<file path="src/rtl/ps2_pkg.sv">
// Shared PS/2 types, command bytes and frame helpers for the host-side
// transmitter and the keyboard receiver that share the same two pins.
package ps2_pkg;

   typedef enum logic [2:0] {
      ST_IDLE,
      ST_INHIBIT,
      ST_REQ,
      ST_SEND,
      ST_ACK,
      ST_WAIT_IDLE
   } ps2_state_e;

   localparam logic [7:0] PS2_CMD_SET_LED = 8'hED;
   localparam logic [7:0] PS2_CMD_ENABLE  = 8'hF4;
   localparam logic [7:0] PS2_CMD_RESET   = 8'hFF;

   localparam int PS2_FRAME_BITS = 11;

   // Host-driven bits are counted without the start bit, so the stop bit is
   // index 9 (start, 8 data, parity, stop, then the device's ACK slot).
   localparam logic [3:0] PS2_LAST_BIT = 4'(PS2_FRAME_BITS - 2);

   function automatic logic ps2_odd_parity(input logic [7:0] b);
      return ~(^b);
   endfunction

endpackage

</file>
<file path="src/rtl/ps2_line_sync.sv">
// Two-flop synchronizer for the PS/2 clock and data pads plus falling-edge
// detect on the synchronized values; shared with the receiver.
module ps2_line_sync (
   input  logic clk,
   input  logic areset,
   input  logic ps2_clk_in,
   input  logic ps2_dat_in,
   output logic clk_s,
   output logic dat_s,
   output logic clk_fall,
   output logic dat_fall
);

   // [0] metastability stage, [1] synchronized value, [2] previous sync value
   logic [2:0] clk_pipe_q, clk_pipe_d;
   logic [2:0] dat_pipe_q, dat_pipe_d;

   always_comb begin
      clk_pipe_d = {clk_pipe_q[1:0], ps2_clk_in};
      dat_pipe_d = {dat_pipe_q[1:0], ps2_dat_in};
   end

   // Idle bus is pulled high, so reset to 1 to avoid a false edge after reset.
   always_ff @(posedge clk or posedge areset) begin
      if (areset) begin
         clk_pipe_q <= '1;
         dat_pipe_q <= '1;
      end else begin
         clk_pipe_q <= clk_pipe_d;
         dat_pipe_q <= dat_pipe_d;
      end
   end

   assign clk_s    = clk_pipe_q[1];
   assign dat_s    = dat_pipe_q[1];
   assign clk_fall = clk_pipe_q[2] & ~clk_pipe_q[1];
   assign dat_fall = dat_pipe_q[2] & ~dat_pipe_q[1];

endmodule

</file>
<file path="src/rtl/ps2_host_tx.sv">
// Host-to-device PS/2 command transmitter: inhibit, request-to-send, clock out
// one byte on device clock edges, then check the device acknowledge.
//
// state        | meaning
// ST_IDLE      | lines released, ready for a command byte
// ST_INHIBIT   | holding clock low for the inhibit time
// ST_REQ       | clock released, data low (start bit), watchdog armed
// ST_SEND      | one bit per device clock fall: d0..d7, parity, stop
// ST_ACK       | sample the device ACK on the next clock fall
// ST_WAIT_IDLE | wait for both lines high before reporting done
module ps2_host_tx
   import ps2_pkg::*;
#(
   parameter int CLK_HZ         = 50_000_000,
   parameter int INHIBIT_CYCLES = 5000,
   parameter int TIMEOUT_CYCLES = 1_000_000
) (
   input  logic       clk,
   input  logic       areset,
   input  logic       tx_valid,
   input  logic [7:0] tx_data,
   output logic       tx_ready,
   output logic       busy,
   output logic       tx_done,
   output logic       tx_err,
   input  logic       ps2_clk_in,
   input  logic       ps2_dat_in,
   output logic       ps2_clk_oe,
   output logic       ps2_dat_oe
);

   localparam int INH_W = $clog2(INHIBIT_CYCLES + 1);
   localparam int WDG_W = $clog2(TIMEOUT_CYCLES + 1);
   localparam int unused_clk_hz = CLK_HZ;

   ps2_state_e state_q, state_d;
   logic [7:0]       shift_q, shift_d;
   logic             par_q, par_d;
   logic [3:0]       bitcnt_q, bitcnt_d;
   logic [INH_W-1:0] inh_cnt_q, inh_cnt_d;
   logic [WDG_W-1:0] wdog_q, wdog_d;
   logic             clk_oe_q, clk_oe_d;
   logic             dat_oe_q, dat_oe_d;
   logic             done_q, done_d;
   logic             err_q, err_d;
   logic             wdog_run, wdog_tc;

   logic clk_s, dat_s, clk_fall, dat_fall;
   logic unused_dat_fall;

   ps2_line_sync u_sync (
      .clk        (clk),
      .areset     (areset),
      .ps2_clk_in (ps2_clk_in),
      .ps2_dat_in (ps2_dat_in),
      .clk_s      (clk_s),
      .dat_s      (dat_s),
      .clk_fall   (clk_fall),
      .dat_fall   (dat_fall)
   );

   assign unused_dat_fall = dat_fall;

   always_comb begin
      state_d   = state_q;
      shift_d   = shift_q;
      par_d     = par_q;
      bitcnt_d  = bitcnt_q;
      inh_cnt_d = inh_cnt_q;
      wdog_d    = wdog_q;
      clk_oe_d  = clk_oe_q;
      dat_oe_d  = dat_oe_q;
      done_d    = 1'b0;
      err_d     = 1'b0;

      wdog_run = state_q inside {ST_REQ, ST_SEND, ST_ACK, ST_WAIT_IDLE};
      wdog_tc  = wdog_run && (wdog_q == '0);
      if (wdog_run && !wdog_tc) wdog_d = wdog_q - WDG_W'(1);

      // Expiry takes priority over any clock edge seen in the same cycle.
      if (wdog_tc) begin
         clk_oe_d = 1'b0;
         dat_oe_d = 1'b0;
         err_d    = 1'b1;
         state_d  = ST_IDLE;
      end else begin
         case (state_q)
            ST_IDLE: begin
               if (tx_valid) begin
                  shift_d   = tx_data;
                  par_d     = ps2_odd_parity(tx_data);
                  inh_cnt_d = INH_W'(INHIBIT_CYCLES - 1);
                  clk_oe_d  = 1'b1;
                  state_d   = ST_INHIBIT;
               end
            end
            ST_INHIBIT: begin
               if (inh_cnt_q == '0) begin
                  clk_oe_d = 1'b0;
                  dat_oe_d = 1'b1;
                  wdog_d   = WDG_W'(TIMEOUT_CYCLES - 1);
                  state_d  = ST_REQ;
               end else begin
                  inh_cnt_d = inh_cnt_q - INH_W'(1);
               end
            end
            ST_REQ: begin
               bitcnt_d = '0;
               state_d  = ST_SEND;
            end
            ST_SEND: begin
               if (clk_fall) begin
                  if (bitcnt_q < 4'd8) begin
                     dat_oe_d = ~shift_q[0];
                     shift_d  = {1'b0, shift_q[7:1]};
                  end else if (bitcnt_q == 4'd8) begin
                     dat_oe_d = ~par_q;
                  end else begin
                     dat_oe_d = 1'b0;
                  end
                  if (bitcnt_q == PS2_LAST_BIT) state_d  = ST_ACK;
                  else                          bitcnt_d = bitcnt_q + 4'd1;
               end
            end
            ST_ACK: begin
               if (clk_fall) begin
                  if (!dat_s) begin
                     state_d = ST_WAIT_IDLE;
                  end else begin
                     err_d   = 1'b1;
                     state_d = ST_IDLE;
                  end
               end
            end
            ST_WAIT_IDLE: begin
               if (clk_s && dat_s) begin
                  done_d  = 1'b1;
                  state_d = ST_IDLE;
               end
            end
            default: begin
               clk_oe_d = 1'b0;
               dat_oe_d = 1'b0;
               state_d  = ST_IDLE;
            end
         endcase
      end
   end

   always_ff @(posedge clk or posedge areset) begin
      if (areset) begin
         state_q   <= ST_IDLE;
         shift_q   <= '0;
         par_q     <= 1'b0;
         bitcnt_q  <= '0;
         inh_cnt_q <= '0;
         wdog_q    <= '0;
         clk_oe_q  <= 1'b0;
         dat_oe_q  <= 1'b0;
         done_q    <= 1'b0;
         err_q     <= 1'b0;
      end else begin
         state_q   <= state_d;
         shift_q   <= shift_d;
         par_q     <= par_d;
         bitcnt_q  <= bitcnt_d;
         inh_cnt_q <= inh_cnt_d;
         wdog_q    <= wdog_d;
         clk_oe_q  <= clk_oe_d;
         dat_oe_q  <= dat_oe_d;
         done_q    <= done_d;
         err_q     <= err_d;
      end
   end

   assign tx_ready   = (state_q == ST_IDLE);
   assign busy       = ~tx_ready;
   assign tx_done    = done_q;
   assign tx_err     = err_q;
   assign ps2_clk_oe = clk_oe_q;
   assign ps2_dat_oe = dat_oe_q;

endmodule

</file>
<file path="config.mk">
export PLATFORM = sky130hd
export DESIGN_NAME = ps2_host_tx
export DESIGN_NICKNAME = d
export VERILOG_FILES = /design/src/rtl/ps2_pkg.sv /design/src/rtl/ps2_line_sync.sv /design/src/rtl/ps2_host_tx.sv
export SDC_FILE = /design/constraint.sdc
export NUM_CORES = 1
export LEC_CHECK = 0
export CORE_AREA = 4 4 95 97
export CTS_CLUSTER_DIAMETER = 30
export CTS_CLUSTER_SIZE = 28
export DETAILED_ROUTE_END_ITERATION = 8
export DIE_AREA = 0 0 99 101
export PLACE_DENSITY = 0.63
export SLEW_MARGIN = 5
export SYNTH_ARGS = -nofsm -noshare
export SYNTH_HDL_FRONTEND = slang
export SYNTH_HIERARCHICAL = 1
export SYNTH_SLANG_ARGS = --single-unit
</file>
<file path="constraint.sdc">
create_clock -name clk -period 2.65 [get_ports clk]
set_input_delay 0.53 -clock clk [delete_from_list [all_inputs] [get_ports clk]]
set_output_delay 0.53 -clock clk [all_outputs]
set_load 0.005 [all_outputs]
</file>
; Word level (Yosys, flattened, before mapping)
; Cells that the tools add are included.
[totals]
regBits = 58
elab_cells = 104
[op_classes]
n_addsub = 3
order_cmp = 1
bitwise_logic = 7
n_mux = 40
n_reduce_logical = 21
n_eq_ne = 20
[op_table]
columns = op, n
row1 = two-way mux 20 bit, 4
row2 = two-way mux 13 bit, 2
row3 = one-hot mux 13 bit (2 select lines), 1
row4 = two-way mux 3 bit, 8
row5 = two-way mux 8 bit, 3
row6 = zero test 20 bit, 1
row7 = subtractor 20 x 1 -> 20 bit (second input constant), 1
row8 = one-hot mux 3 bit (6 select lines), 1
row9 = one-hot mux 8 bit (2 select lines), 1
row10 = two-way mux 1 bit, 15
row11 = zero test 13 bit, 1
row12 = subtractor 13 x 1 -> 13 bit (second input constant), 1
row13 = inequality test 3 x 2 -> 1 bit (second input constant), 3
row14 = inequality test 3 bit (second input constant), 3
row15 = AND reduction 3 bit, 3
row16 = equality test 4 bit (second input constant), 2
row17 = two-way mux 4 bit, 2
row18 = inequality test 2 bit (second input constant), 4
row19 = one-hot mux 4 bit (2 select lines), 1
row20 = AND reduction 4 bit, 2
row21 = OR reduction 4 bit, 2
row22 = parity 8 bit, 1
row23 = equality test 3 x 2 -> 1 bit (second input constant), 2
row24 = equality test 3 bit (second input constant), 2
row25 = other kinds (14), 26

; Logic depth before layout (Yosys ltp)
; Gate-level depths: netlist of run 1.
[depth]
depth_word = 9
mapped_depth = 8

; Hierarchy
; The synthesis of run 1 kept the hierarchy.
[by_module_without_submodules]
columns = module, seq_area_each_um2, area_each_um2, cells_each, n_inst
row1 = ps2_host_tx, 1326.3, 3007.9, 318, 1
row2 = ps2_line_sync, 157.7, 188.9, 9, 1

; Worst setup path before layout of run 1
; Ideal clock, no wire load.
[synth_path]
path_kind = register to register
startpoint = reg inh_cnt_q[0]
endpoint = reg wdog_q[7]
slack_ns = 0.381
n_path_buf = 1
path_stages_with_launch = 9
arrival_time_ns = 2.137
cell_sequence = dfrtp_1 > inv_1 > ha_1 > or4b_1 > or2_1 > buf_6 > or4_4 > o311ai_1 > o21ai_1
[synth_via]
elab_chain_len = 4
[synth_lines]
columns = item, line
row1 = start: declaration, ps2_host_tx.sv:40  ; logic [INH_W-1:0] inh_cnt_q, inh_cnt_d;
row2 = start signal: assignment, ps2_host_tx.sv:167  ; inh_cnt_q <= inh_cnt_d;
row3 = zero test 13 bit, ps2_host_tx.sv:98  ; if (inh_cnt_q == '0) begin
row4 = two-way mux 20 bit, ps2_host_tx.sv:98
row5 = two-way mux 20 bit, ps2_host_tx.sv:87  ; case (state_q)
row6 = two-way mux 20 bit, ps2_host_tx.sv:81  ; if (wdog_tc) begin
row7 = named net wdog_d[7], ps2_host_tx.sv:41  ; logic [WDG_W-1:0] wdog_q, wdog_d;
row8 = end signal: assignment, ps2_host_tx.sv:168  ; wdog_q <= wdog_d;
row9 = end: declaration, ps2_host_tx.sv:41
; The timed path passes the listed nets, and every way through them passes these cells.
; A chain may end at the register's enable or synchronous reset.

; Worst setup path after layout of run 1
[layout_path]
startpoint = reg state_q[2]
endpoint = out tx_ready
[layout_via]
elab_chain_len = 1
[layout_lines]
columns = item, line
row1 = start: declaration, ps2_host_tx.sv:36  ; ps2_state_e state_q, state_d;
row2 = start signal: assignment, ps2_host_tx.sv:163  ; state_q <= state_d;
row3 = zero test 3 bit, ps2_host_tx.sv:176  ; assign tx_ready = (state_q == ST_IDLE);
row4 = end: declaration, ps2_host_tx.sv:22  ; output logic tx_ready,
; Every way passes these cells.

==> impl_metrics.yaml, run 1 <==
floorplanning:
  die_w_um: 99
  rows: 33
  start_util_pct: 38.8
  coreArea_um2: 8130
  ios: 19
  die_area_um2: 10000
  die_h_um: 101
cts:
  htreeDepth: 3
  post_cts_buffers: 0
  clk_latency_ps: 330
  cts_resized: 0
  cts_sinks: 58
  clock_path_buffers: 2
  path_clk_slew_ps: 60
  cts_tree: "built"
  cts-buffers-inserted: 9
  hold_buffers: 0
  root_buffer: "clkbuf_8"
global_routing:
  first_global_vias: 2478
  grt_first_pass_wirelength_um: 11900
  use_met2_pct: 24.7
  grt_start_max_net_pins: 29
  use_met3_pct: 4.29
  grt_overflow_total: 0
  antenna_found_initial: 0
  grt_busiest_layer: "met2"
  use_met1_pct: 18.6
  globalRouteTotalUtil_pct: 14.9
setup_path:
  crit_cells: 3
  r2r_setup_slack_ps: 220
  reg2reg_to: "wdog_q[7]"
  cp.required_ps: 2120
  path_class: "register to output pin"
  max_stage_delay_ps: 530
  cp_slowest_cell: "dfrtp_1"
  cp_max_fo: 14
  endpoint: "tx_ready"
  crit_chain: "or3_1 -> inv_1 -> clkdlybuf4s50_1"
  worst-path-buf-inv: 2
  worstReg2RegStart: "inh_cnt_q[0]"
  reg2reg_depth: 7
  crit_start: "state_q[2]"
  endpoint_kind: "output pin"
  critPathTopFamily: "buffers and inverters"
  worst_setup_path_start_kind: "register"
  critPathArrivalTime_ps: 1980
sta:
  fin_crit_ps: 2510
  fin_skew_ps: 7.12
  finalCritPeriodShare_pct: 94.6
  slew_headroom_pct: 49.1
  timing_max_transition_violations_final: 0
  setup_tns_ps: 0
  rsz0062_at_grt: "no"
  hold_viol: 0
  setup_viol: 0
  worstMarginPinSlew_ps: 761
  fmax_mhz: 399
  finalHoldWorstSlack_ps: 361
drt:
  route.antenna.remaining_nets: 0
  drt-wirelength-per-cell_um: 14.7
  vias: 2555
  drt_pass1_iterations: 4
  route.detailed.drc: 0
  avgViaCountPerCell: 5.52
  drt-initial-drc-count: 95
  routed_wl_um: 6800
cells_and_area:
  antenna_cells: 0
  final_area_um2: 3700
  drive_gt1_share_pct: 13.1
  area_growth_syn_to_layout_pct: 17.1
  fill_cells: 774
  fin_nets: 371
place:
  port_buffers: 18
  place_congestion: 0.777
  hpwl_um: 4820
  place_area_um2: 3510
power:
  p_per_area_nw_per_um2: 470
  peakVddDrop_mv: 0.249
  p_leak_nw: 1.62
synthesis:
  syn_nets: 343
  synth_area_per_cell_um2: 9.71
  synthesis.area_um2: 3160
  postSynthCellCount: 325
  yosysWarnings: 6
outcome:
  status: "finished, final reports clean"
worst_hold_path:
  hold_depth: 0
  hold_path.class: "register to register"
job:
  maxCapViolCount: 0
==> layout make-up <==
| class | count | area (um2) | area share, % |
|---|---|---|---|
| flip-flops and latches | 58 | 1460 | 39.4 |
| clock buffers | 14 | 173 | 4.67 |
| inverters | 11 | 41.3 | 1.12 |
| clock inverters | 2 | 10.0 | 0.271 |
| repair buffers | 33 | 305 | 8.26 |
| well taps | 105 | 131 | 3.55 |
| multi-input cells | 240 | 1580 | 42.7 |
==> registers in the layout (all words and copies together), names as in the netlist <==
register and cells:
shift_q 8, ps2_clk_oe 1, bitcnt_q 4, u_sync/dat_pipe_q 2, tx_err 1, tx_done 1, u_sync/clk_pipe_q 3, ps2_dat_oe 1
inh_cnt_q 13, state_q 3, wdog_q 20, par_q 1
==> layer usage <==
| metal | vias up | part of all wire [%] |
|---|---|---|
| li1 | 1257 | - |
| met1 | 1253 | 47 |
| met2 | 39 | 48 |
| met3 | 6 | 4.3 |
| met4 | 0 | 0.98 |
| met5 | - | 0 |
==> where the power goes <==
group          total [mW]  internal, mW  switching [mW]  leakage, nW
clock network       0.754         0.414           0.340       0.0965
logic              0.0747        0.0371          0.0376        0.787
registers           0.909         0.902         0.00754        0.739
==> how the worst min path moves through the flow <==
stage / from / endpoint / slack [ps]
2_1_floorplan: u_sync/clk_pipe_q[0] / u_sync/clk_pipe_q[1] / 350
3_3_place_gp: u_sync/clk_pipe_q[0] / u_sync/clk_pipe_q[1] / 350
3_5_place_dp: u_sync/clk_pipe_q[0] / u_sync/clk_pipe_q[1] / 350
4_1_cts: u_sync/clk_pipe_q[0] / u_sync/clk_pipe_q[1] / 360
5_1_grt: u_sync/dat_pipe_q[0] / u_sync/dat_pipe_q[1] / 370
6_report: u_sync/clk_pipe_q[0] / u_sync/clk_pipe_q[1] / 360
==> through the flow <==
stage	util (%)	std cells	power, mW	worst slack, ps
6_report	45.5	463	1.74	143
5_1_grt	45.5	463	1.82	17.8
4_1_cts	45.5	463	1.77	123
3_5_place_dp	43.2	447	1.00	74.0
3_3_place_gp	43.2	447	1.00	121
2_1_floorplan	-	325	0.965	381
==> layout by cell type, fill, tap and decap left out, drive strengths merged, types with 5 or more instances in the layout <==
cell,instances
inv,11
dfstp,5
xnor2,9
o31ai,11
dfrtp,53
clkdlybuf4s50,18
nor4,5
nor3,13
nand3,15
nand2,31
buf,15
nor2,20
xor2,6
or4,12
a21oi,13
nand2b,8
clkbuf,14
ha,5
mux2i,11
o21ai,26
(Power assumes the default switching activity.)
==> inputs of run 2 (changes only) <==
--- a/config.mk
+++ b/config.mk
@@ -10,7 +10,7 @@
 export CTS_CLUSTER_SIZE = 28
 export DETAILED_ROUTE_END_ITERATION = 8
 export DIE_AREA = 0 0 99 101
-export PLACE_DENSITY = 0.63
+export RECOVER_POWER = 50
 export SLEW_MARGIN = 5
 export SYNTH_ARGS = -nofsm -noshare
 export SYNTH_HDL_FRONTEND = slang
==> run 2 against run 1 <==
Routed wire length is 0.60% lower. First-iteration DRC count down 4.2%. Largest power group is now clock. Register-to-register slack is essentially flat. Global-route usage down 0.099 points. Cell count did not move. Sequential power is essentially flat. Clock skew increased by 3.9 ps. Design area increased by 1.3%. Fmax decreased by 0.19%. Critical endpoint unchanged. Worst hold slack got worse by 2.6 ps. Non-clock buffer count unchanged. Setup slack worse by 4.8 ps. Highest routed layer unchanged.
==> impl_metrics.yaml, run 2 (synthesis results as in run 1) <==
outcome:
  status: "finished, final reports clean"
setup_path:
  critPathArrivalTime_ps: 1980
  cp.required_ps: 2120
  cp_max_fo: 14
  endpoint_kind: "output pin"
  path_class: "register to output pin"
  worst_setup_path_start_kind: "register"
worst_hold_path:
  hold_path.class: "register to register"
cells_and_area:
  final_common_cell: "dfrtp_1"
  largest_reg_flops: 20
  antenna_cells: 0
  area_growth_syn_to_layout_pct: 18.7
  fill_cells: 770
  drive_gt1_share_pct: 13.4
  final_cell_mix: "dfrtp_1, nand2_1, o21ai_0, nor2_1, clkdlybuf4s50_1"
  fin_nets: 371
  seqCellArea_um2: 1460
  multi_input_area_um2: 1590
  regMostFlops: "wdog_q"
  largestRegisters: "wdog_q x20, inh_cnt_q x13, shift_q x8"
power:
  p_leak_nw: 1.64
  p_per_area_nw_per_um2: 522
  peakVddDrop_mv: 0.353
cts:
  clk_latency_ps: 340
  cts_tree: "built"
  cts_sinks: 58
  clock_path_buffers: 2
  htreeDepth: 3
  cts-buffers-inserted: 9
  root_buffer: "clkbuf_8"
  path_clk_slew_ps: 70
  post_cts_buffers: 0
drt:
  drt-wirelength-per-cell_um: 14.6
  routed_wl_um: 6760
  vias: 2529
  avgViaCountPerCell: 5.46
  route.antenna.remaining_nets: 0
  drt-initial-drc-count: 91
  drt_pass1_iterations: 5
  route.detailed.drc: 0
sta:
  fin_skew_ps: 11.0
  timing_max_transition_violations_final: 0
  worstMarginPinSlew_ps: 961
  fin_crit_ps: 2510
  finalCritPeriodShare_pct: 94.8
  worst_slack_ps: 138
  finalHoldWorstSlack_ps: 359
  setup_viol: 0
  setup_tns_ps: 0
  rsz0062_at_grt: "no"
  fmax_mhz: 398
  hold_viol: 0
  slew_headroom_pct: 35.9
global_routing:
  grt_first_pass_wirelength_um: 11700
  grt_start_max_net_pins: 39
  grt_overflow_total: 0
  antenna_found_initial: 0
  first_global_vias: 2447
  globalRouteTotalUtil_pct: 14.8
floorplanning:
  coreArea_um2: 8130
  start_util_pct: 38.8
  die_area_um2: 10000
  die_h_um: 101
  ios: 19
  rows: 33
  die_w_um: 99
place:
  preCtsSetupSlack_ps: 75.1
  hpwl_um: 4800
  place_congestion: 0.778
  port_buffers: 18
job:
  maxCapViolCount: 0
-- run 2: layer usage --
metal | global-route usage, % | routed length, um | up-vias
li1 | - | - | 1255
met5 | 0 | 0 | -
met2 | 23.3 | 3190 | 33
met3 | 4.78 | 247 | 7
met4 | 4.41 | 89 | 0
met1 | 19.3 | 3230 | 1234
-- run 2: stage by stage --
| step | power [mW] | instance area, um2 | utilization (%) | instances |
|---|---|---|---|---|
| finish | 1.96 | 3750 | 46.1 | 463 |
| global route | 2.03 | 3750 | 46.1 | 463 |
| CTS | 1.99 | 3750 | 46.1 | 463 |
| detailed placement | 1.00 | 3510 | 43.2 | 447 |
| global placement | 1.00 | 3510 | 43.2 | 447 |
| floorplan | 0.965 | 3160 | - | 325 |
-- run 2: area by class of cell --
class,count,area share [%]
Multi-Input combinational cell,240,42.5
Sequential cell,58,38.9
Timing Repair Buffer,33,7.75
Tap cell,105,3.51
Clock buffer,10,3.41
Clock inverter,6,2.81
Inverter,11,1.10
-- run 2: worst paths after layout --
path	startpoint	slack [ps]	depth (start not counted)	endpoint
max	state_q[2]	140	3	tx_ready
min	u_sync/dat_pipe_q[0]	360	0	u_sync/dat_pipe_q[1]
max reg2reg	inh_cnt_q[0]	220	7	wdog_q[7]
min reg2reg	u_sync/dat_pipe_q[0]	360	0	u_sync/dat_pipe_q[1]
max in group asynchronous	areset	550	3	wdog_q[9]
min in group asynchronous	areset	730	2	wdog_q[0]
-- run 2: timing repair --
item	in CTS	in global routing
setup endpoints to repair	0	13
hold buffers	0	0
hold endpoints to repair	0	0
gates resized for setup	0	3
-- run 2: critical path: stages (launching register included) --
cell             delay, ps
dfrtp_1                520
or3_1                  490
inv_1                  130
clkdlybuf4s50_1        510
-- run 2: report_power, final --
group	internal (mW)	switching (mW)	leakage, nW
clock network	0.620	0.357	0.120
registers	0.901	0.00779	0.738
logic	0.0337	0.0365	0.783
total	1.55	0.401	1.64
